--- src/rtl/mips_boot_loader.sv ---
`default_nettype none
// ============================================================================
// Module   : mips_boot_loader
// Purpose  : Streams a program into instruction memory over valid/ready and
//            holds the MIPS core in reset until the load completes.
//            Optional checksum trailer word: define MIPS_BOOT_CHECKSUM_EN.
// Revision : 1.0 - initial release
// ============================================================================
module mips_boot_loader #(
   parameter int ADDR_W   = 8,
   parameter int DATA_W   = 32,
   parameter int RST_HOLD = 4
) (
   input  logic              clk_CPU,
   input  logic              rst,
   input  logic              start,
   input  logic              load_valid,
   input  logic [DATA_W-1:0] load_data,
   input  logic              load_last,
   output logic              load_ready,
   output logic              mem_we,
   output logic [ADDR_W-1:0] mem_addr,
   output logic [DATA_W-1:0] mem_wdata,
   output logic              cpu_rst,
   output logic              done,
   output logic              error,
   output logic [ADDR_W:0]   word_count
);

   typedef enum logic [2:0] {
      S_IDLE  = 3'd0,
      S_LOAD  = 3'd1,
      S_HOLD  = 3'd2,
      S_RUN   = 3'd3,
      S_ERROR = 3'd4
   } state_t;

   localparam logic [ADDR_W:0] c_LAST_IDX = {1'b0, {ADDR_W{1'b1}}};
   localparam logic [ADDR_W:0] c_ONE      = {{ADDR_W{1'b0}}, 1'b1};
   localparam logic [7:0]      c_HOLD     = 8'(RST_HOLD);

   state_t              r_state,      w_state;
   logic                r_loadReady,  w_loadReady;
   logic                r_memWe,      w_memWe;
   logic [ADDR_W-1:0]   r_memAddr,    w_memAddr;
   logic [DATA_W-1:0]   r_memWdata,   w_memWdata;
   logic                r_cpuRst,     w_cpuRst;
   logic                r_done,       w_done;
   logic                r_error,      w_error;
   logic [ADDR_W:0]     r_wordCount,  w_wordCount;
   logic [7:0]          r_holdCnt,    w_holdCnt;
   logic                w_transfer;
`ifdef MIPS_BOOT_CHECKSUM_EN
   logic [DATA_W-1:0]   r_sum,        w_sum;
`endif

   assign w_transfer = load_valid && r_loadReady;

   always_ff @(posedge clk_CPU or posedge rst) begin
      if (rst) begin
         r_state     <= S_IDLE;
         r_loadReady <= 1'b0;
         r_memWe     <= 1'b0;
         r_memAddr   <= '0;
         r_memWdata  <= '0;
         r_cpuRst    <= 1'b1;
         r_done      <= 1'b0;
         r_error     <= 1'b0;
         r_wordCount <= '0;
         r_holdCnt   <= '0;
`ifdef MIPS_BOOT_CHECKSUM_EN
         r_sum       <= '0;
`endif
      end else begin
         r_state     <= w_state;
         r_loadReady <= w_loadReady;
         r_memWe     <= w_memWe;
         r_memAddr   <= w_memAddr;
         r_memWdata  <= w_memWdata;
         r_cpuRst    <= w_cpuRst;
         r_done      <= w_done;
         r_error     <= w_error;
         r_wordCount <= w_wordCount;
         r_holdCnt   <= w_holdCnt;
`ifdef MIPS_BOOT_CHECKSUM_EN
         r_sum       <= w_sum;
`endif
      end
   end

   always_comb begin
      w_state     = r_state;
      w_memWe     = 1'b0;
      w_memAddr   = r_memAddr;
      w_memWdata  = r_memWdata;
      w_wordCount = r_wordCount;
      w_holdCnt   = r_holdCnt;
`ifdef MIPS_BOOT_CHECKSUM_EN
      w_sum       = r_sum;
`endif

      case (r_state)
         S_IDLE, S_RUN, S_ERROR: begin
            if (start) w_state = S_LOAD;
         end
         S_LOAD: begin
            if (w_transfer) begin
`ifdef MIPS_BOOT_CHECKSUM_EN
               if (load_last) begin
                  // Checksum word is never written; hold count starts at one so
                  // the release delay still runs from the last data write.
                  w_holdCnt = 8'd1;
                  w_state   = (load_data == r_sum) ? S_HOLD : S_ERROR;
               end else begin
                  w_memWe     = 1'b1;
                  w_memAddr   = r_wordCount[ADDR_W-1:0];
                  w_memWdata  = load_data;
                  w_wordCount = r_wordCount + c_ONE;
                  w_sum       = r_sum + load_data;
                  if (r_wordCount == c_LAST_IDX) w_state = S_ERROR;
               end
`else
               w_memWe     = 1'b1;
               w_memAddr   = r_wordCount[ADDR_W-1:0];
               w_memWdata  = load_data;
               w_wordCount = r_wordCount + c_ONE;
               w_holdCnt   = '0;
               if (load_last)                       w_state = S_HOLD;
               else if (r_wordCount == c_LAST_IDX)  w_state = S_ERROR;
`endif
            end
         end
         S_HOLD: begin
            if (r_holdCnt == c_HOLD) w_state   = S_RUN;
            else                     w_holdCnt = r_holdCnt + 8'd1;
         end
         default: w_state = S_IDLE;
      endcase

      // Every entry into LOAD starts a fresh image.
      if (w_state == S_LOAD && r_state != S_LOAD) begin
         w_wordCount = '0;
`ifdef MIPS_BOOT_CHECKSUM_EN
         w_sum       = '0;
`endif
      end

      w_loadReady = (w_state == S_LOAD);
      w_cpuRst    = (w_state != S_RUN);
      w_done      = (w_state == S_RUN);
      w_error     = (w_state == S_ERROR);
   end

   assign load_ready = r_loadReady;
   assign mem_we     = r_memWe;
   assign mem_addr   = r_memAddr;
   assign mem_wdata  = r_memWdata;
   assign cpu_rst    = r_cpuRst;
   assign done       = r_done;
   assign error      = r_error;
   assign word_count = r_wordCount;

endmodule
`default_nettype wire

--- config.mk ---
export PLATFORM = sky130hd
export DESIGN_NAME = mips_boot_loader
export DESIGN_NICKNAME = d
export VERILOG_FILES = /design/src/rtl/mips_boot_loader.sv
export SDC_FILE = /design/constraint.sdc
export NUM_CORES = 1
export LEC_CHECK = 0
export CORE_UTILIZATION = 48
export CTS_BUF_LIST = sky130_fd_sc_hd__clkbuf_2
export DETAILED_ROUTE_END_ITERATION = 12
export PLACE_DENSITY = 0.82
export SLEW_MARGIN = 20
export SYNTH_ARGS = -nofsm -noshare
export SYNTH_HDL_FRONTEND = slang
export SYNTH_SLANG_ARGS = --single-unit
--- constraint.sdc ---
create_clock -name clk_CPU -period 3 [get_ports clk_CPU]
set_clock_uncertainty 0.15 [all_clocks]
set_input_delay 0.6 -clock clk_CPU [delete_from_list [all_inputs] [get_ports clk_CPU]]
set_output_delay 0.6 -clock clk_CPU [all_outputs]
set_load 0.005 [all_outputs]
==> run metrics <==
Clock Path Buffers 2; syn_nets 343; Iter 0 DRT Violations 120; cell family with most CP delay buffers and inverters; drt drc 0; CTS tree done; Rows 27; initial antenna violation count 0; logic gate share of total power 42.3%; Final setup violation count 0; Worst VDD drop 0.488 mV; drt pass-1 iters 4; Tcrit/Tclk final 76.7%; maxcap violations 0; met2 usage 34.1%; Antenna Nets Post-Route 0; GR met1 Demand/Resource 28.1%; Reg-to-Reg End mem_wdata[24]; area of the mapped netlist 0.00287 sq mm; Levels on crit path 1; Buf/Inv on CP 1; Layout Nets 438; fin. max-slew vios 0; met3 global-route usage 4.14%; relative slew slack 65.6%; dpl hpwl 4.51 mm; GRT Util Overall 21.6%; Critical Path AT 1.55 ns; Post-Synthesis Cells 302; antenna fix cells 0; Netlist cell types 38; crit path kind reg2out; crit path to word_count[3]; worst reg2reg path depth 6; Avg WL per Cell 13.1 microns; RR Startpoint r_state[0]; critical path capture point type primary output; Register-to-Register Setup Slack 1.03 ns; fraction of power consumed by the clock network 13.0%; critical path cell sequence clkdlybuf4s50_1; total grt overflow 0; CTS Hold Bufs 0; clk sinks 65; sequential power share 44.8%; Seq cells post-synth 65; post-synthesis sequential area ratio 56.8%; most common cell in the synthesized netlist nand2_1; gp weighted congestion 0.770; die area 0.00628 sq mm; Synth top area share 55.9%; Placed Cells 458; core area 0.00564 sq mm; switch share 35.1%; RSZ-0062 raised after global routing false; Initial Util 50.8%; asr flop ratio synth 100%; post-DR vias/cell 4.96; final hold violation count 0; first-pass GRT wire length 10.3 mm; Num CTS Buffers 9; synth warn 0; Syn Area/Cell 9.49 sq um; vias in the first global route 2302; Layout area overhead 36.2%; Post-CTS Setup Inserts 0; slowest stage delay, CP 0.57 ns; critical path's slowest cell clkdlybuf4s50_1; port bufs 90; crit start category flip-flop; Final Util 69.2%; Clock Tree Root clkbuf_2; Worst Setup SP word_count[3]; final std cells w/o fill 473; Hold Path Class in2async; Slew @ Worst Pin 0.516 ns; setup TNS 0 ns; Max Freq 0.435 GHz; Internal 1.99 mW; Post-synth EDFFs 0; H-tree Lvls 3; PostCTS Resize Cnt 0; largest cells by area after synthesis dfrtp_1, nand2_1, xnor2_1, nor2_1, ha_1; # IOs 91; prevailing post-synth register cell dfrtp_1; Final min period 2.30 ns; top cell type by total area after synthesis dfrtp_1; Worst-Skew Late Latency 0.47 ns; Top Usage Layer GRT met2; CP required 2.25 ns; Die W 79.3 microns; worst hold margin 0.317 ns; switching power 1.08 mW; status complete, no violations; Vias 2347; share of cells above drive strength 1 7.98%; die height 79.3 microns; Routed WL 6.20 mm; Commonest cells post-synth nand2_1, dfrtp_1, nor2_1; power density cells 787 mW/mm^2; CTS clock-pin slew for the worst setup and hold paths 0.17 ns; Leak Pwr 1.86 nW; largest net degree at the start of global routing 50; CP max FO 8
## power by group through the flow
stage               clock (mW)  sequential (mW)  combinational [mW]
finish                   0.399             1.38                1.30
global route             0.452             1.41                1.43
CTS                      0.408             1.38                1.32
detailed placement           0             1.39                1.32
global placement             0             1.38                1.27
floorplan                    0             1.37               0.647
## metrics by stage
| step | instance area [sq um] | worst slack, ns | total power, mW |
|---|---|---|---|
| after CTS | 3900 | 0.683 | 3.10 |
| after detailed placement | 3830 | 0.435 | 2.70 |
| final | 3900 | 0.700 | 3.07 |
| after global placement | 3830 | 0.490 | 2.65 |
| after floorplan | 2870 | 0.625 | 2.02 |
| after global routing | 3900 | 0.621 | 3.30 |
## how the worst min path moves through the flow
| stage | startpoint | endpoint | cells after the start |
|---|---|---|---|
| 4_1_cts | rst | mem_wdata[24] | 2 |
| 6_report | rst | mem_wdata[24] | 2 |
| 3_5_place_dp | mem_wdata[9] | mem_wdata[9] | 2 |
| 3_3_place_gp | mem_wdata[3] | mem_wdata[3] | 2 |
| 5_1_grt | rst | mem_wdata[24] | 2 |
| 2_1_floorplan | mem_wdata[17] | mem_wdata[17] | 2 |
## cell families (layout without fill, tap and decap cells)
family          count (synthesis)  in the layout  synth area share [%]
compound gates                 20             20                  5.46
xor+xnor                        9              9                  2.75
fa+ha+maj                       4              4                  1.75
buf+inv                        22            121                  4.32
flops                          65             65                  56.8
mux                             4              4                  1.44
simple gates                  178            178                  27.5
## metal layers
layer,vias up,share of wire [%]
met4,0,2.2
met3,14,5.6
li1,1167,-
met1,1084,46
met5,-,0
met2,82,46
## sequential cells by signal, indices dropped and copies added (netlist names), 3 cells and up
name / flops
mem_wdata: 32
word_count: 9
mem_addr: 8
r_holdCnt: 8
r_state: 3
## area by class of cell
type                            count  area [sq um]
Clock buffer                       11          55.1
Clock inverter                      4          21.3
Fill cell                         434          1740
Inverter                           10          37.5
Multi-Input combinational cell    215          1110
Sequential cell                    65          1630
Tap cell                           72          90.1
Timing Repair Buffer               96           958
## cell usage in the layout (no fill, tap or decap), types with 4 or more instances in the layout
cell type,instances
buf_4,5
inv_1,8
nand2b_1,4
nor2_1,14
clkbuf_2,11
nand2_1,132
dfrtp_1,64
a21oi_1,4
ha_1,4
xnor2_1,9
nand3_1,9
clkdlybuf4s50_1,90
No activity file was read; power rests on OpenSTA's default activity.
